[src/rtl/mux_obuf_pkg.sv]
// Shared router definitions: flit type encodings, enable constants, default widths
// and the framing-state encoding used by mux_obuf.
package mux_obuf_pkg;

    typedef enum logic [1:0] {
        TYPE_NONE = 2'b00,
        TYPE_HEAD = 2'b01,
        TYPE_DATA = 2'b10,
        TYPE_TAIL = 2'b11
    } flit_type_e;

    localparam logic ENABLE  = 1'b1;
    localparam logic DISABLE = 1'b0;

    localparam int FLIT_W_DEF = 66;
    localparam int VCH_W_DEF  = 1;

    typedef enum logic {
        ST_IDLE = 1'b0,
        ST_BODY = 1'b1
    } frame_state_e;

    function automatic flit_type_e flit_type(input logic [1:0] type_bits);
        return flit_type_e'(type_bits);
    endfunction

endpackage

[src/rtl/mux_obuf_fifo.sv]
// First-word-fall-through flit FIFO: storage, pointers, occupancy and the
// iready/ovalid handshake flags. No empty-bypass, so write-to-read latency is one cycle.
module mux_obuf_fifo
    import mux_obuf_pkg::*;
#(
    parameter int FLIT_W = FLIT_W_DEF,
    parameter int VCH_W  = VCH_W_DEF,
    parameter int DEPTH  = 4
) (
    input  logic                    clk,
    input  logic                    rst,
    input  logic                    wr_req,
    input  logic [FLIT_W-1:0]       wr_data,
    input  logic [VCH_W-1:0]        wr_vch,
    input  logic                    rd_req,
    output logic [FLIT_W-1:0]       rd_data,
    output logic [VCH_W-1:0]        rd_vch,
    output logic                    iready,
    output logic                    ovalid,
    output logic [$clog2(DEPTH):0]  level
);

    localparam int AW = $clog2(DEPTH);
    localparam int LW = AW + 1;
    localparam logic [LW-1:0] FULL_LVL = LW'(DEPTH);

    logic [FLIT_W-1:0] data_mem_r [DEPTH];
    logic [VCH_W-1:0]  vch_mem_r  [DEPTH];
    logic [AW-1:0]     wr_ptr_r;
    logic [AW-1:0]     rd_ptr_r;
    logic [LW-1:0]     level_r;
    logic              wr_fire_s;
    logic              rd_fire_s;

    assign iready    = (level_r != FULL_LVL);
    assign ovalid    = (level_r != {LW{1'b0}});
    assign level     = level_r;
    assign wr_fire_s = wr_req & iready;
    assign rd_fire_s = rd_req & ovalid;

    // Head-of-FIFO view; forced to zero while empty so reset shows a clean bus.
    always_comb begin
        rd_data = {FLIT_W{1'b0}};
        rd_vch  = {VCH_W{1'b0}};
        if (ovalid) begin
            rd_data = data_mem_r[rd_ptr_r];
            rd_vch  = vch_mem_r[rd_ptr_r];
        end else begin
            rd_data = {FLIT_W{1'b0}};
            rd_vch  = {VCH_W{1'b0}};
        end
    end

    // Flit storage write port.
    always_ff @(posedge clk) begin
        if (wr_fire_s) begin
            data_mem_r[wr_ptr_r] <= wr_data;
            vch_mem_r[wr_ptr_r]  <= wr_vch;
        end
    end

    // Pointers wrap modulo DEPTH; level moves only when exactly one side fires.
    always_ff @(posedge clk or posedge rst) begin
        if (rst) begin
            wr_ptr_r <= {AW{1'b0}};
            rd_ptr_r <= {AW{1'b0}};
            level_r  <= {LW{1'b0}};
        end else begin
            if (wr_fire_s) begin
                wr_ptr_r <= wr_ptr_r + AW'(1);
            end
            if (rd_fire_s) begin
                rd_ptr_r <= rd_ptr_r + AW'(1);
            end
            case ({wr_fire_s, rd_fire_s})
                2'b10:   level_r <= level_r + LW'(1);
                2'b01:   level_r <= level_r - LW'(1);
                default: level_r <= level_r;
            endcase
        end
    end

endmodule

[src/rtl/mux_obuf.sv]
// Output flit buffer behind the 2:1 router mux: FWFT FIFO plus packet framing checker.
// Optional statistics counters are enabled with `MUX_OBUF_STATS_EN.
module mux_obuf
    import mux_obuf_pkg::*;
#(
    parameter int FLIT_W = FLIT_W_DEF,
    parameter int VCH_W  = VCH_W_DEF,
    parameter int DEPTH  = 4
) (
    input  logic                    clk,
    input  logic                    rst,
    input  logic [FLIT_W-1:0]       idata,
    input  logic                    ivalid,
    input  logic [VCH_W-1:0]        ivch,
    output logic                    iready,
    output logic [FLIT_W-1:0]       odata,
    output logic                    ovalid,
    output logic [VCH_W-1:0]        ovch,
    input  logic                    oready,
    output logic                    err_frame,
    output logic [$clog2(DEPTH):0]  level
`ifdef MUX_OBUF_STATS_EN
    ,
    output logic [31:0]             flit_cnt,
    output logic [31:0]             pkt_cnt
`endif
);

    flit_type_e   flit_type_s;
    logic         wr_req_s;
    logic         wr_fire_s;
    logic         vc_match_s;
    logic         pkt_done_s;
    frame_state_e state_r;
    logic [VCH_W-1:0] vc_lock_r;

    assign flit_type_s = flit_type(idata[FLIT_W-1:FLIT_W-2]);
    assign wr_req_s    = ivalid & (flit_type_s != TYPE_NONE);
    assign wr_fire_s   = wr_req_s & iready;
    assign vc_match_s  = (ivch == vc_lock_r);
    assign pkt_done_s  = wr_fire_s & (state_r == ST_BODY)
                       & (flit_type_s == TYPE_TAIL) & vc_match_s;

    mux_obuf_fifo #(
        .FLIT_W (FLIT_W),
        .VCH_W  (VCH_W),
        .DEPTH  (DEPTH)
    ) u_fifo (
        .clk     (clk),
        .rst     (rst),
        .wr_req  (wr_req_s),
        .wr_data (idata),
        .wr_vch  (ivch),
        .rd_req  (oready),
        .rd_data (odata),
        .rd_vch  (ovch),
        .iready  (iready),
        .ovalid  (ovalid),
        .level   (level)
    );

    // Framing checker; a HEAD inside a packet restarts it even on a different VC.
    always_ff @(posedge clk or posedge rst) begin
        if (rst) begin
            state_r   <= ST_IDLE;
            vc_lock_r <= {VCH_W{1'b0}};
            err_frame <= DISABLE;
        end else begin
            err_frame <= DISABLE;
            if (wr_fire_s) begin
                case (state_r)
                    ST_IDLE: begin
                        if (flit_type_s == TYPE_HEAD) begin
                            state_r   <= ST_BODY;
                            vc_lock_r <= ivch;
                        end else begin
                            err_frame <= ENABLE;
                        end
                    end
                    ST_BODY: begin
                        if (flit_type_s == TYPE_HEAD) begin
                            err_frame <= ENABLE;
                            vc_lock_r <= ivch;
                        end else if (!vc_match_s) begin
                            err_frame <= ENABLE;
                        end else if (flit_type_s == TYPE_TAIL) begin
                            state_r <= ST_IDLE;
                        end else begin
                            state_r <= ST_BODY;
                        end
                    end
                    default: begin
                        state_r <= ST_IDLE;
                    end
                endcase
            end
        end
    end

`ifdef MUX_OBUF_STATS_EN
    // Accepted-flit and completed-packet counters, free-running with natural wrap.
    always_ff @(posedge clk or posedge rst) begin
        if (rst) begin
            flit_cnt <= 32'd0;
            pkt_cnt  <= 32'd0;
        end else begin
            if (wr_fire_s) begin
                flit_cnt <= flit_cnt + 32'd1;
            end
            if (pkt_done_s) begin
                pkt_cnt <= pkt_cnt + 32'd1;
            end
        end
    end
`else
    logic unused_stats_s;
    assign unused_stats_s = pkt_done_s;
`endif

endmodule

[config.mk]
export PLATFORM = sky130hd
export DESIGN_NAME = mux_obuf
export DESIGN_NICKNAME = d
export VERILOG_FILES = /design/src/rtl/mux_obuf_pkg.sv /design/src/rtl/mux_obuf_fifo.sv /design/src/rtl/mux_obuf.sv
export SDC_FILE = /design/constraint.sdc
export NUM_CORES = 1
export LEC_CHECK = 0
export CAP_MARGIN = 20
export CELL_PAD_IN_SITES_DETAIL_PLACEMENT = 1
export CELL_PAD_IN_SITES_GLOBAL_PLACEMENT = 1
export CORE_ASPECT_RATIO = 1.2
export CORE_UTILIZATION = 48
export CTS_BUF_LIST = sky130_fd_sc_hd__clkbuf_16
export CTS_CLUSTER_SIZE = 30
export DETAILED_ROUTE_END_ITERATION = 10
export GPL_ROUTABILITY_DRIVEN = 0
export GPL_TIMING_DRIVEN = 1
export PLACE_DENSITY = 0.83
export SYNTH_ARGS = -nofsm -noshare
export SYNTH_HDL_FRONTEND = slang
export SYNTH_SLANG_ARGS = --single-unit
[constraint.sdc]
create_clock -name clk -period 4.45 [get_ports clk]
set_clock_uncertainty 0.2 [all_clocks]
set_input_delay 0.89 -clock clk [delete_from_list [all_inputs] [get_ports clk]]
set_output_delay 0.89 -clock clk [all_outputs]
set_load 0.02 [all_outputs]
# After elaboration in Yosys (flattened, before gate mapping)
# Memory sizes are Yosys's and may differ from the RTL's.
# Cells that the tools add are included.
# op_classes
add_sub_neg	4
eq_ne	6
muxes	16
bitwise	4
reduce_logical	4
# op_table
operator	n
$mux W66	1
$mux W1	12
$pmux W3 S2	1
$add A2 B1 Y2 const B	2
$eq A2 B1 Y1 const B	2
$eq A2 B2 Y1 const B	2
$pmux W1 S2	2
$reduce_bool A2 Y1	2
$add A3 B1 Y3 const B	1
$and A1 B1 Y1	3
$ne A3 B3 Y1 const B	1
$reduce_bool A3 Y1	1
$sub A3 B1 Y3 const B	1
$reduce_and A2 Y1	1
$eq A1 B1 Y1	1
$not A1 Y1	1
# totals
regBits	10
mem_bits_rw	268
wordCells	42
mem_count	2
# mem_list
memory	depth	word_bits	read_ports	rd_ports_with_merged_regs	wr	line	source
u_fifo.data_mem_r	4	66	1	0	1	mux_obuf_fifo.sv:27	logic [FLIT_W-1:0] data_mem_r [DEPTH];
u_fifo.vch_mem_r	4	1	1	0	1	mux_obuf_fifo.sv:28	logic [VCH_W-1:0] vch_mem_r [DEPTH];

# Depth between registers and ports, before layout
# Gate-level depths: netlist (run 1).
# logic_depth
word_depth	5
depth_mapped	9

# Cells and area by module
# Synthesis (run 1) repeated with hierarchy kept, for this count alone.
# hier_totals
hier_cells	481
hier_area_um2	10709.0
# by_module_without_submodules
module	n_inst	cells_each	area_per_inst_um2	seq_area_each_um2
mux_obuf_fifo	1	464	10540.1	8222.9
mux_obuf	1	17	168.9	75.1

# Worst setup path before layout (run 1)
# Ideal clock, no wire load.
# synth_timing
path_type	in2reg
startpoint	in idata[65]
endpoint	mem u_fifo.data_mem_r[0][0] (netlist bit) (enable)
setup_time_ps	432
t_arrival_ps	2860
slack_ps	958
cell_stages	3
path_cell_list	o21ai_0 > nor2_1 > and2_1
# synth_between
elab_chain_len	5
# synth_rtl
element	line	source
from (decl)	mux_obuf.sv:12	input logic [FLIT_W-1:0] idata,
$reduce_bool A2 Y1	mux_obuf.sv:38	assign wr_req_s = ivalid & (flit_type_s != TYPE_NONE);
$and A1 B1 Y1	mux_obuf.sv:38	
$and A1 B1 Y1	mux_obuf_fifo.sv:38	assign wr_fire_s = wr_req & iready;
$mux W1	mux_obuf_fifo.sv:56	if (wr_fire_s) begin
$mux W1 (implied by the code)	mux_obuf_fifo.sv:57	data_mem_r[wr_ptr_r] <= wr_data;
to (decl)	mux_obuf_fifo.sv:27	
# Every way passes these cells.

# Worst setup path in the final report (run 1)
# layout_timing
startpoint	reg u_fifo.rd_ptr_r[0]
endpoint	out odata[52]
# layout_between
elab_chain_len	2
# layout_rtl
element	line	source
from (decl)	mux_obuf_fifo.sv:30	logic [AW-1:0] rd_ptr_r;
from (signal assigned)	mux_obuf_fifo.sv:66	rd_ptr_r <= {AW{1'b0}};
from (signal assigned)	mux_obuf_fifo.sv:73	rd_ptr_r <= rd_ptr_r + AW'(1);
$mem_v2 Z4 W66	--	
$mux W66	mux_obuf_fifo.sv:45	if (ovalid) begin
to (decl)	mux_obuf.sv:16	output logic [FLIT_W-1:0] odata,
# Every way passes these cells.

==> out/qor.txt, run 1 <==
Share of cells above drive strength 1: 0.181
Peak VDD IR: 0.344 mV
R2R Setup Slk: 1.78 ns
Worst-path clk slew: 0.06 ns
Crit path time final: 3.92 ns
Nets: 715
Rows: 59
Dpl hpwl: 14.2 mm
Crit path from: u_fifo.rd_ptr_r[0]
Initial antenna violation count: 1
Die area: 22900 um^2
Synth warnings: 0
Layout area overhead: 24.1%
Most frequent cells in the layout: edfxtp_1, clkdlybuf4s50_1, and2_1, mux4_2, clkbuf_16
Crit Path Class: flip-flop to output port
Gate Count Post-Synth: 480
Worst EP arrival: 2.83 ns
Final WL: 22.6 mm
Mean Syn Cell Area: 22.3 um^2
Max_slew headroom: 0.625
Skew-Pair Late Insertion Delay: 0.53 ns
Worst Path Max Fanout: 16
Drt pass-1 iters: 10
Max Cap Viol: 0
Via Count: 5174
Place WS: 0.912 ns
Post-synth net total: 557
Sequential cell area: 8310 um^2
Setup TNS: 0 ns
Vias per cell: 5.56
CP Capture Type: output port
Worst slew pin tran: 0.560 ns
CTS sink cnt: 278
Final ANT Viol Nets: 0
Number of fill cells: 1821
Synthesized cell area: 10700 um^2
First-pass GRT wire length: 33.7 mm
Starting density of the core: 0.491
Residual DRC: 16
Period utilization: 0.882
Clk buf depth: 3
IO Port Bufs: 143
RSZ-0062 raised after global routing: no
Hold_buf cts: 0
Fmax achieved: 0.255 GHz
Post-CTS Setup Bufs: 0
Core area: 21800 um^2
Multi-input logic area: 2220 um^2
Largest net degree at the start of global routing: 71
DRT iter0 DRCs: 329
Gr usage total: 0.199
Die X: 138 um
Final hold vios: 0
H-tree levels: 1
P_leak: 0.00436 uW
WP data required: 3.36 ns
Hold Path Class: flip-flop to flip-flop
Commonest non-fill, non-tap cell in the layout: edfxtp_1
R2r endpoint: u_fifo.level[2]
CTS tree: done
Max Transition Viols Final: 0
Reg2Reg Depth: 9
Status: finished, violations left
Pwr Density: 690 nW/um^2
Yosys cell types: 25
Crit start category: flip-flop
Vias in the first global route: 5663
Critical path capture point: odata[52]
Flop and latch count out of synthesis: 278
Seq/Total Area, Yosys: 0.777
# setup viols final: 0
Failing checks: design-rule violations
CTS Buf Count: 26
Die height: 165 um
Clk root buf: clkbuf_16
Final worst slack: 0.526 ns
Average wire per standard cell: 24.3 um
Cts repair resizes: 0
Grt ovf: 0
Reg2Reg Launch Point: u_fifo.level[0]
IO Count: 144
-- cell type report --
type,instances,share of cell area
diodes,1,0.000189
clock buffers,27,0.0510
clock inverters,19,0.00585
inverters,9,0.00255
multi-input cells,169,0.167
flip-flops and latches,278,0.626
well taps,274,0.0259
repair buffers,154,0.121
-- per-layer routing --
metal | global-route usage | share of wire | vias up
met4 | 0.0679 | 0.024 | 0
li1 | - | - | 2241
met5 | 0 | 0 | -
met2 | 0.379 | 0.56 | 172
met1 | 0.237 | 0.37 | 2719
met3 | 0.0236 | 0.048 | 42
-- per-stage QoR --
step	hold WS, ns	instances	utilization	power, uW	area, um^2
4_1_cts	0.330	929	0.608	9250	13200
2_1_floorplan	0.301	480	-	5710	10700
3_5_place_dp	0.319	883	0.573	7250	12500
6_report	0.332	931	0.609	9140	13300
3_3_place_gp	0.286	883	0.573	7100	12500
5_1_grt	0.373	931	0.609	9510	13300
-- sequential cells by signal, summed over array words and instances, names as in the netlist --
| register | count |
|---|---|
| u_fifo.vch_mem_r | 4 |
| vc_lock_r | 1 |
| u_fifo.data_mem_r | 264 |
| err_frame | 1 |
| u_fifo.wr_ptr_r | 2 |
| u_fifo.rd_ptr_r | 2 |
| u_fifo.level | 3 |
| state_r | 1 |
-- cells by family (layout without fill, tap and decap cells) --
| group | Yosys count | in the layout | share of synthesized area |
|---|---|---|---|
| buffers and inverters | 33 | 209 | 0.0165 |
| AO/OA/AOI/OAI | 4 | 4 | 0.00211 |
| AND/OR/NAND/NOR | 82 | 82 | 0.0470 |
| XOR/XNOR | 7 | 7 | 0.00574 |
| flip-flops | 278 | 278 | 0.777 |
| multiplexers | 70 | 70 | 0.144 |
| other | 0 | 1 | 0 |
| adder cells (fa/ha/maj) | 6 | 6 | 0.00773 |
-- worst min-delay path by stage --
stage | slack, ns | cells after the start | to | from
2_1_floorplan | 0.30 | 1 | vc_lock_r | vc_lock_r
3_3_place_gp | 0.29 | 1 | u_fifo.level[2] | u_fifo.level[2]
3_5_place_dp | 0.32 | 1 | u_fifo.level[2] | u_fifo.level[2]
4_1_cts | 0.33 | 1 | u_fifo.level[2] | u_fifo.level[2]
5_1_grt | 0.37 | 1 | u_fifo.level[2] | u_fifo.level[2]
6_report | 0.33 | 1 | u_fifo.level[2] | u_fifo.level[2]
-- cell usage after synthesis, drive strengths merged --
library cell | instances | area [um^2]
a21oi | 1 | 5.00
and2 | 72 | 450
buf | 13 | 101
clkbuf | 11 | 41.3
dfrtp | 10 | 250
edfxtp | 268 | 8050
fa | 1 | 20.0
ha | 5 | 62.6
inv | 9 | 33.8
mux2 | 2 | 22.5
mux2i | 1 | 10.0
mux4 | 67 | 1510
nand2 | 2 | 7.51
nand3 | 1 | 5.00
nand3b | 1 | 7.51
nor2 | 2 | 7.51
nor3 | 2 | 10.0
nor3b | 1 | 7.51
o21ai | 2 | 10.0
o21bai | 1 | 7.51
or3 | 1 | 6.26
xnor2 | 3 | 26.3
xor2 | 4 | 35.0
-- power by group --
group	leakage (uW)	internal [uW]	switching, uW
sequential	0.00256	3340	233
combinational	0.00140	1830	1760
clock	0.000404	1090	891
-- worst max-delay path, stage by stage (launching register included) --
cell	delay, ns
dfrtp_4	0.63
buf_4	0.39
mux4_2	0.55
and2_1	0.20
clkdlybuf4s50_1	0.55
(Power assumes the default switching activity.)
==> run 2, diff against run 1 <==
--- a/config.mk
+++ b/config.mk
@@ -8,9 +8,9 @@
 export CAP_MARGIN = 20
 export CELL_PAD_IN_SITES_DETAIL_PLACEMENT = 1
 export CELL_PAD_IN_SITES_GLOBAL_PLACEMENT = 1
-export CORE_ASPECT_RATIO = 1.2
 export CORE_UTILIZATION = 48
 export CTS_BUF_LIST = sky130_fd_sc_hd__clkbuf_16
+export CTS_CLUSTER_DIAMETER = 50
 export CTS_CLUSTER_SIZE = 30
 export DETAILED_ROUTE_END_ITERATION = 10
 export GPL_ROUTABILITY_DRIVEN = 0
==> run 2 against run 1 <==
  * The run now ends clean
  * Wire length decreased by 3.7%
  * Register-to-register slack worse by 0.13 ns
  * Worst setup slack worse by 0.070 ns
  * Largest cell class unchanged
  * Largest power group is now registers
==> out/qor.txt, run 2 (synthesis gave the netlist of run 1 again) <==
Status: complete, no violations
Max reg flops: 264
Largest net degree at the start of global routing: 71
IO Port Bufs: 143
Setup TNS: 0 ns
DRT iter0 DRCs: 198
Via Count: 5069
Die height: 151 um
Slowest-stage cell, CP: dfrtp_4
First-pass GRT wire length: 33.0 mm
Cts repair resizes: 0
WP data required: 3.36 ns
CTS Buf Count: 25
Crit path time final: 3.99 ns
Clk root buf: clkbuf_16
Most frequent cells in the layout: edfxtp_1, clkdlybuf4s50_1, and2_1, mux4_2, clkbuf_16
Hold Path End: u_fifo.level[2]
Vias in the first global route: 5632
Reg2Reg Launch Point: u_fifo.level[0]
Most flop-heavy register: u_fifo.data_mem_r
Drt pass-1 iters: 6
CTS sink cnt: 278
R2R Setup Slk: 1.65 ns
Post-route design area: 13400 um^2
Dpl hpwl: 13.7 mm
Residual DRC: 0
Skew-Pair Late Insertion Delay: 0.52 ns
Min-Delay Startpoint: u_fifo.level[2]
Vias per cell: 5.42
H-tree levels: 1
Pwr Density: 705 nW/um^2
Post-CTS Setup Bufs: 0
Place WS: 0.802 ns
Worst Path Max Fanout: 30
R2r endpoint: u_fifo.level[1]
Max Cap Viol: 0
Starting density of the core: 0.490
Final WL: 21.8 mm
Worst-path clk slew: 0.08 ns
P_leak: 0.00441 uW
Peak VDD IR: 0.577 mV
Average wire per standard cell: 23.2 um
Layout area overhead: 25.8%
Hold-critical path depth: 1
Reg2Reg Depth: 6
Placed instance count: 890
Initial antenna violation count: 0
Die X: 151 um
Fin util: 0.616
Clk buf depth: 3
Crit Path Class: flip-flop to output port
Worst slew pin tran: 0.649 ns
CP Capture Type: output port
# setup viols final: 0
# diodes: 0
Final worst slack: 0.456 ns
Period utilization: 0.897
Worst EP arrival: 2.90 ns
Fmax achieved: 0.250 GHz
Max Transition Viols Final: 0
Max incr delay on CP: 0.74 ns
Rows: 54
Core area: 21800 um^2
Post-Place Cell Area: 12500 um^2
Grt ovf: 0
Max_slew headroom: 0.568
Hold_buf cts: 0
Gr usage total: 0.197
Die area: 22900 um^2
Final ANT Viol Nets: 0
Commonest non-fill, non-tap cell in the layout: edfxtp_1
Final hold vios: 0
Hold Path Class: flip-flop to flip-flop
Crit start category: flip-flop
Crit-path cells: buf_12 > mux4_2 > and2_1 > clkdlybuf4s50_1
Nets: 715
RSZ-0062 raised after global routing: no
CTS tree: done
Share of cells above drive strength 1: 0.201
IO Count: 144
Fin cells: 936
[run 2: cell count changes in the layout (fill, tap and decap cells not counted), moves of 4 or more]
| cell | delta |
|---|---|
| clkinv_1 | -5 |
| clkinv_2 | -5 |
| clkinv_8 | +6 |
| inv_1 | -8 |
| inv_8 | +4 |
[run 2: worst max-delay path by stage]
stage          cells past startpoint          startpoint  slack [ns]                  endpoint
2_1_floorplan                      3           idata[65]        0.96   u_fifo.data_mem_r[0][0]
3_3_place_gp                       4  u_fifo.rd_ptr_r[0]        0.97                 odata[40]
3_5_place_dp                       5           idata[65]        0.80  u_fifo.data_mem_r[3][18]
4_1_cts                            4  u_fifo.rd_ptr_r[0]        0.38                 odata[39]
5_1_grt                            4  u_fifo.rd_ptr_r[0]        0.31                 odata[45]
6_report                           4  u_fifo.rd_ptr_r[0]        0.46                 odata[39]
[run 2: metal layers]
metal,vias to the layer above,global-route usage,share of wire
met4,0,0.0470,0.017
met2,150,0.340,0.52
met1,2641,0.264,0.41
met5,-,0,0
li1,2248,-,-
met3,30,0.0304,0.047
[run 2: final cells by class]
type                       count  area, um^2
multi-input combinational    169        2220
tap                          280         350
sequential                   278        8310
fill                        1834        8380
timing repair buffer         155        1600
inverter                       9        33.8
clock inverter                20         304
clock buffer                  25         626
[run 2: per-stage QoR]
| stage | hold WS [ns] | total power, uW |
|---|---|---|
| final | 0.313 | 9480 |
| after global routing | 0.341 | 9910 |
| after CTS | 0.317 | 9610 |
| after detailed placement | 0.315 | 7240 |
| after global placement | 0.291 | 7090 |
| after floorplan | 0.301 | 5710 |
[run 2: worst max-delay path: cells and delay by family, from the launching register on]
kind          cells  cell delay (ns)
simple gates      1             0.18
buf+inv           2             0.87
flops             1             0.74
mux               1             0.55
[run 2: power breakdown]
part,internal (uW),switching [uW]
sequential,3340,243
clock,1240,1100
combinational,1840,1720
==> run 3, diff against run 2 <==
--- a/config.mk
+++ b/config.mk
@@ -8,14 +8,14 @@
 export CAP_MARGIN = 20
 export CELL_PAD_IN_SITES_DETAIL_PLACEMENT = 1
 export CELL_PAD_IN_SITES_GLOBAL_PLACEMENT = 1
-export CORE_UTILIZATION = 48
+export CORE_UTILIZATION = 35
 export CTS_BUF_LIST = sky130_fd_sc_hd__clkbuf_16
 export CTS_CLUSTER_DIAMETER = 50
 export CTS_CLUSTER_SIZE = 30
 export DETAILED_ROUTE_END_ITERATION = 10
 export GPL_ROUTABILITY_DRIVEN = 0
 export GPL_TIMING_DRIVEN = 1
-export PLACE_DENSITY = 0.83
+export PLACE_DENSITY = 0.64
 export SYNTH_ARGS = -nofsm -noshare
 export SYNTH_HDL_FRONTEND = slang
 export SYNTH_SLANG_ARGS = --single-unit
==> run 3 against run 2 <==
  * Global-route usage decreased by 4.8 points
  * Flip-flop and latch count unchanged
  * Wire length increased by 2.2%
  * Critical path depth unchanged
  * Clock power about the same
  * Combinational power increased by 3%
  * Maximum frequency increased by 4.1%
  * Non-clock buffer count increased by 1
  * Sequential share of layout area decreased by 0.76 points
  * Cell count increased by 12%
  * Worst hold slack improved by 0.029 ns
  * Core utilization decreased by 16 points
  * Critical path type unchanged
  * Critical endpoint is now odata[61]
==> out/qor.txt, run 3 (synthesis gave the netlist of run 1 again) <==
Max_slew headroom: 0.611
Max Cap Viol: 0
Skew-Pair Late Insertion Delay: 0.54 ns
Post-CTS Setup Bufs: 0
Grt ovf: 0
Worst EP arrival: 2.75 ns
Peak VDD IR: 0.390 mV
CP Buf/Inv Count: 2
Cts repair resizes: 0
Die height: 177 um
Crit path time final: 3.84 ns
Setup TNS: 0 ns
CTS sink cnt: 278
Worst slew pin tran: 0.582 ns
Final hold vios: 0
R2R Setup Slk: 1.72 ns
# setup viols final: 0
Starting density of the core: 0.359
Most flop-heavy register: u_fifo.data_mem_r
Core area: 29800 um^2
Max incr delay on CP: 0.71 ns
Hold_buf cts: 0
M1 WL: 9.16 mm
Met3 routed wirelength: 1.19 mm
Slowest-stage cell, CP: dfrtp_4
Die area: 31200 um^2
Worst Path Max Fanout: 43
Status: complete, no violations
Clk root buf: clkbuf_16
Drt pass-1 iters: 4
Hold Path Class: flip-flop to flip-flop
Hold Path End: u_fifo.level[2]
Commonest non-fill, non-tap cell in the layout: edfxtp_1
Pwr Density: 699 nW/um^2
Vias per cell: 4.83
Post-Place Cell Area: 12700 um^2
Reg2Reg Depth: 9
Crit Path Class: flip-flop to output port
Metal2 WL: 11.5 mm
Gr usage total: 0.149
Final Power: 9520 uW
IO Count: 144
Top sig layer: met5
WP data required: 3.36 ns
RSZ-0062 raised after global routing: no
Reg2Reg Launch Point: u_fifo.level[0]
Vias in the first global route: 6010
CP Capture Type: output port
Crit-path cells: buf_12 > mux4_2 > and2_1 > clkdlybuf4s50_1
Clk buf depth: 3
Final worst slack: 0.613 ns
Die X: 177 um
P_leak: 0.00443 uW
Rows: 63
Final ANT Viol Nets: 0
DRT iter0 DRCs: 289
Levels on crit path: 4
Nets: 718
Post-route design area: 13600 um^2
H-tree levels: 1
Crit path max-delay family: buffers and inverters
R2r endpoint: u_fifo.level[2]
First-pass GRT wire length: 34.9 mm
Residual DRC: 0
Most frequent cells in the layout: edfxtp_1, clkdlybuf4s50_1, and2_1, mux4_2, clkbuf_16
Max Transition Viols Final: 0
Final WL: 22.2 mm
Min-Delay Startpoint: u_fifo.level[2]
Dpl hpwl: 13.7 mm
Worst-path clk slew: 0.07 ns
Period utilization: 0.862
# diodes: 0
Layout area overhead: 27.4%
Fmax achieved: 0.261 GHz
IO Port Bufs: 143
Via Count: 5082
Initial antenna violation count: 1
Largest net degree at the start of global routing: 58
Max reg flops: 264
Hold-critical path depth: 1
Crit start category: flip-flop
CTS tree: done
Average wire per standard cell: 21.1 um
Place WS: 0.828 ns
CTS Buf Count: 27
Share of cells above drive strength 1: 0.207
## run 3: cell count changes in the layout (fill, tap and decap cells not counted), sizes merged
cell	delta
inv	-2
buf	+1
clkinv	+5
clkbuf	+2
## run 3: through the flow
step	cells	util	hold WS [ns]
CTS	1051	0.456	0.334
detailed placement	1001	0.425	0.311
global route	1052	0.457	0.363
global placement	1001	0.425	0.280
floorplan	480	-	0.301
finish	1052	0.457	0.342
## run 3: final cells by class
| cell class | count | area, um^2 |
|---|---|---|
| flip-flops and latches | 278 | 8310 |
| clock buffers | 27 | 676 |
| clock inverters | 23 | 259 |
| inverters | 9 | 33.8 |
| fillers | 2766 | 16200 |
| well taps | 390 | 488 |
| multi-input cells | 169 | 2220 |
| repair buffers | 156 | 1630 |
## run 3: worst reg2reg max path, stage by stage, from the launching register on
cell and delay (ns):
dfrtp_1 0.43, nor3b_1 0.53, nor2_1 0.30, inv_1 0.11, ha_1 0.19, inv_1 0.06, fa_1 0.38, xor2_1 0.15
nor2_1 0.13, xor2_1 0.17
## run 3: power breakdown
| group | internal, uW | total [uW] | leakage (uW) | switching [uW] |
|---|---|---|---|---|
| combinational | 1850 | 3650 | 0.00141 | 1800 |
| clock | 1290 | 2360 | 0.000459 | 1070 |
| sequential | 3340 | 3510 | 0.00256 | 173 |
| total | 6470 | 9520 | 0.00443 | 3050 |
## run 3: metal layers
metal | GRT usage | vias to the layer above
met5 | 0 | -
met4 | 0.0352 | 2
met3 | 0.0322 | 37
met2 | 0.264 | 131
met1 | 0.184 | 2655
li1 | - | 2257
## run 3: worst max path at each step
stage                  startpoint                      end
2_1_floorplan           idata[65]  u_fifo.data_mem_r[0][0]
3_3_place_gp      u_fifo.level[0]                odata[16]
3_5_place_dp      u_fifo.level[0]                odata[16]
4_1_cts           u_fifo.level[0]                odata[16]
5_1_grt        u_fifo.rd_ptr_r[1]                odata[49]
6_report       u_fifo.rd_ptr_r[1]                odata[61]
==> variant 1: new RTL, flow settings as in run 3 <==
Build with the macro `MUX_OBUF_STATS_EN` defined.
--- a/src/rtl/mux_obuf.sv
+++ b/src/rtl/mux_obuf.sv
@@ -2,2 +2,4 @@
 // Optional statistics counters are enabled with `MUX_OBUF_STATS_EN.
+`define MUX_OBUF_STATS_EN
+
 module mux_obuf
Check against the original RTL (old outputs only; new: flit_cnt and pkt_cnt): equivalent (Yosys induction, for registers that start in step).
==> variant 1 against run 3 <==
- cell area increased by 29%
- synthesized area increased by 27%
- synthesized cell count increased by 55%
- global-route usage increased by 0.72 points
- sequential cell count increased by 64
- die area increased by 26%
- setup slack got worse by 10 ps
- routed wire length increased by 36%
- power increased by 17%
- highest routed layer is now met4
==> variant 1: results (changes against run 3) <==
yosys-top-cells-count: "edfxtp_1 (268), and2_1 (78), dfrtp_1 (74)"
pg_clk_mw: 3.05  # +29%
synthTopCellsByArea: "edfxtp_1 (59%), dfrtp_1 (14%), mux4_2 (11%)"
outcome: "completed"
nets: 1058  # +47%
max_stage_delay_ps: 620  # -90 ps
grt_max_degree: 42  # -28%
critical_path.startpoint: "u_fifo.rd_ptr_r[0]"
reg2reg_setup_slack_ps: 1740  # +20 ps
antenna_found_initial: 0  # -1
wl_mm: 30.2  # +36%
combPwrFrac_pct: 34.6  # -3.7 points
r2r_cells: 8  # -1
synth_cells: 742  # +55%
fillers: 3674  # +33%
final_layout_size_suffix_gt1_share_pct: 16.5  # -4.2 points
grtUsageMet2_pct: 24.9  # -1.5 points
min-delay-start: "flit_cnt[31]"
hold_slack_ps: 274  # -67.6 ps
synth_nets: 821  # +47%
h-tree-depth: 2  # +1
synthToLayoutAreaGrowth_pct: 30.0
yosysSeqAreaShare_pct: 73.1  # -4.6 points
met2_length_mm: 14.1  # +23%
port_buffers: 207  # +45%
wl_met3_mm: 1.82  # +53%
synth_ff_type: "edfxtp_1"
grt_use_met3_pct: 3.87  # +0.64 points
grt_use_total_pct: 15.6  # +0.72 points
post-place-ws_ps: 953  # +126 ps
top_layer: "met4"
crit_path_end: "ovch"
peakVddDrop_v: 0.000264  # -32%
clock_latency_ps: 510  # -30 ps
placed_cells: 1452  # +45%
via_per_inst: 4.85  # +0.34%
grt_pass1_vias: 8017  # +33%
arrival_ps: 2760  # about the same
ys_types: 37  # +48%
crit_fanout: 21  # -51%
min_to: "flit_cnt[31]"
leakagePower_nw: 6.09  # +37%
relSlewSlack_pct: 57.6  # -3.5 points
comb_power_mw: 3.85  # +5.5%
placed_area_um2: 16400  # +30%
ys_async_sr_fraction_pct: 21.6  # +18 points
met1Wirelength_mm: 13.7  # +50%
crit_path_top_delay_cell: "mux4_2"
cts_buffers: 36  # +33%
wire_per_inst_um: 19.9  # -6.0%
dp.final_hpwl_mm: 19.0  # +39%
gr-usage-met1_pct: 21.5  # +3.0 points
p_int_mw: 7.65  # +18%
grt_pass1_wl_mm: 46.8  # +34%
## variant 1: cell types whose count changed after synthesis, moves of 14 or more
| cell | change |
|---|---|
| nand2_1 | +33 |
| dfrtp_1 | +64 |
| nand3_1 | +25 |
| xnor2_1 | +49 |
| nand4_1 | +18 |
| nor2_1 | +14 |
## variant 1: area by class of cell
| class | count | share of cell area [%] |
|---|---|---|
| timing repair buffer | 225 | 13.0 |
| clock buffer | 37 | 5.25 |
| tap | 511 | 3.63 |
| sequential | 342 | 56.2 |
| clock inverter | 29 | 1.68 |
| multi-input combinational | 365 | 20.0 |
| inverter | 9 | 0.192 |
## variant 1: cells by family (layout without fill, tap and decap cells)
group / Yosys count / count (layout) / share of synthesized area (%)
flops: 342 / 342 / 73.1
simple gates: 215 / 215 / 9.12
xor+xnor: 69 / 69 / 4.52
mux: 69 / 69 / 11.3
buf+inv: 35 / 300 / 1.03
fa+ha+maj: 8 / 8 / 0.794
compound gates: 4 / 4 / 0.185
==> variant 2: new RTL, flow settings as in run 3 <==
Without the edit above. Put a register stage on the output `level`, without a reset. The value now appears one clock later. The other outputs are not delayed to match.
--- a/src/rtl/mux_obuf.sv
+++ b/src/rtl/mux_obuf.sv
@@ -27,2 +27,4 @@
 );
+
+    logic [$clog2(DEPTH):0] level_d;
 
@@ -58,3 +60,3 @@
         .ovalid  (ovalid),
-        .level   (level)
+        .level   (level_d)
     );
@@ -119,2 +121,6 @@
 
+    always_ff @(posedge clk) begin
+        level <= level_d;
+    end
+
 endmodule
Check against the original RTL: not equivalent (Yosys sat finds a counterexample within 4 cycles, from zero or initial values and one cycle with rst high).
==> variant 2 against run 3 <==
- synthesized cell count is 0.63% higher
- setup slack worse by 130 ps
- routed wire length is 0.62% higher
- power is 2.8% higher
- synthesized area is 0.56% higher
- cell area is 1.3% higher
- clock power is 10% higher
- sequential cell count is 3 higher
- critical endpoint is now odata[41]
==> variant 2: results (changes against run 3) <==
avgSynthCellArea_um2: 22.2  # about the same
crit_fanout: 35  # -19%
port_buffers: 143  # unchanged
vias: 5097  # +0.30%
synthMuxAreaShare_pct: 14.3  # -0.081 points
yosysSeqAreaShare_pct: 77.8  # +0.12 points
fillers: 2769  # +0.11%
grt_pass1_wl_mm: 33.9  # -3.0%
largest_registers: "u_fifo.data_mem_r x264, u_fifo.vch_mem_r x4"
wl_mm: 22.4  # +0.62%
grt_max_degree: 71  # +22%
nets: 723  # +0.70%
via_per_inst: 4.80  # -0.56%
grt_use_total_pct: 14.4  # -0.50 points
cts_root_buffer: "clkbuf_16"
rr_startpoint: "u_fifo.level[0]"
yosys-top-cells-count: "edfxtp_1 (268), and2_1 (72), mux4_2 (67)"
final_layout_size_suffix_gt1_share_pct: 21.0  # +0.35 points
max_stage_delay_ps: 640  # -70 ps
synth_ff_type: "edfxtp_1"
grt_pass1_vias: 5815  # -3.2%
drtIter0Drc: 309  # +6.9%
synthXorXnorAreaFrac_pct: 0.571  # -0.0032 points
swShare_pct: 31.5  # -0.52 points
ys_async_sr_fraction_pct: 3.56  # -0.038 points
drc: 0  # unchanged
cts.reportedPaths.clkPinSlew_ps: 70  # about the same
cts_setup_buffers: 0  # unchanged
placed_cells: 1003  # +0.20%
post-place-ws_ps: 853  # +24.9 ps
synth_fa_ha_area_share_pct: 0.769  # -0.0043 points
synth_edf_count: 268  # unchanged
first_pass_iters: 4  # unchanged
rr_endpoint: "u_fifo.level[1]"
cts_max_path_buffers: 3  # unchanged
holdBufCountCts: 0  # unchanged
yosys_warnings: 0  # unchanged
ys_types: 26  # +4.0%
crit_path_end: "odata[41]"
antenna_found_initial: 3  # +2
synthTopCellsByArea: "edfxtp_1 (75%), mux4_2 (14%), and2_1 (4.2%)"
arrival_ps: 2870  # +120 ps
synth_nets: 560  # +0.54%
clock_latency_ps: 540  # about the same
h-tree-depth: 1  # unchanged
r2r_cells: 6  # -3
peakVddDrop_v: 0.000412  # +5.5%
worst_slew_pin_slew_ps: 590  # +8.79 ps
outcome: "completed"
leakagePower_nw: 4.49  # +1.4%
post_cts_resize_count: 0  # unchanged
reg2reg_setup_slack_ps: 1780  # +60 ps
timing.max_cap.violations: 0  # unchanged
dp.final_hpwl_mm: 13.4  # -2.5%
hold_class: "flip-flop to flip-flop"
critical_path.startpoint: "u_fifo.rd_ptr_r[0]"
crit_path_top_delay_cell: "dfrtp_4"
synth-compound-area-share_pct: 0.210  # -0.0012 points
cts_buffers: 30  # +11%
==> variant 2: cell types whose count changed in the layout (fill, tap and decap cells not counted), sizes merged <==
cell / before / now
bufinv: 2 / 3
clkinvlp: 1 / 6
buf: 13 / 12
dfxtp: 0 / 3
diode: 0 / 1
clkbuf: 27 / 31
clkinv: 12 / 8
==> variant 2: logic make-up after synthesis <==
family,count (synthesis)
compound gates,4
buf+inv,33
mux,70
fa+ha+maj,6
flops,281
xor+xnor,7
simple gates,82
==> variant 2: layer usage <==
layer  vias to the layer above  part of all wire (%)  GRT usage (%)
met1                      2656                    43           18.9
met5                         -                 0.058              0
li1                       2273                     -              -
met3                        29                   6.0           3.22
met2                       137                    50           24.3
met4                         2                   1.4           3.16
==> variant 2: per-stage QoR <==
stage          total power [mW]  area [um^2]  hold slack [ps]
3_5_place_dp               7.31        12700              226
5_1_grt                    10.2        13800              274
3_3_place_gp               7.24        12700              195
2_1_floorplan              5.76        10700              183
6_report                   9.79        13800              265
4_1_cts                    9.96        13800              259
==> variant 2: layout make-up <==
type	instances	share of cell area, %
antenna	1	0.0182
tap	390	3.54
clock inverter	25	2.10
multi-input combinational	169	16.1
inverter	9	0.245
sequential	281	60.7
clock buffer	31	5.63
timing repair buffer	155	11.7
==> variant 2: worst min-delay path by stage <==
stage / from / end / cells past startpoint / slack, ps
2_1_floorplan: u_fifo.level[1] / level[1] / 0 / 180
3_3_place_gp: u_fifo.level[1] / level[1] / 0 / 200
3_5_place_dp: u_fifo.level[1] / level[1] / 0 / 230
4_1_cts: u_fifo.level[2] / level[2] / 0 / 260
5_1_grt: u_fifo.level[2] / level[2] / 0 / 270
6_report: u_fifo.level[2] / level[2] / 0 / 270
==> variant 2: worst max-delay path, delay by kind of cell (launching register included) <==
kind          cells  cell delay (ps)
buf+inv           2              860
simple gates      1              190
flops             1              640
mux               1              600
==> variant 2: power groups by stage <==
| stage | clock network [mW] | logic [mW] | registers, mW |
|---|---|---|---|
| after floorplan | 0 | 2.21 | 3.55 |
| after global placement | 0 | 3.60 | 3.64 |
| after detailed placement | 0 | 3.63 | 3.68 |
| after CTS | 2.67 | 3.66 | 3.63 |
| after global routing | 2.75 | 3.83 | 3.66 |
| final | 2.60 | 3.57 | 3.61 |
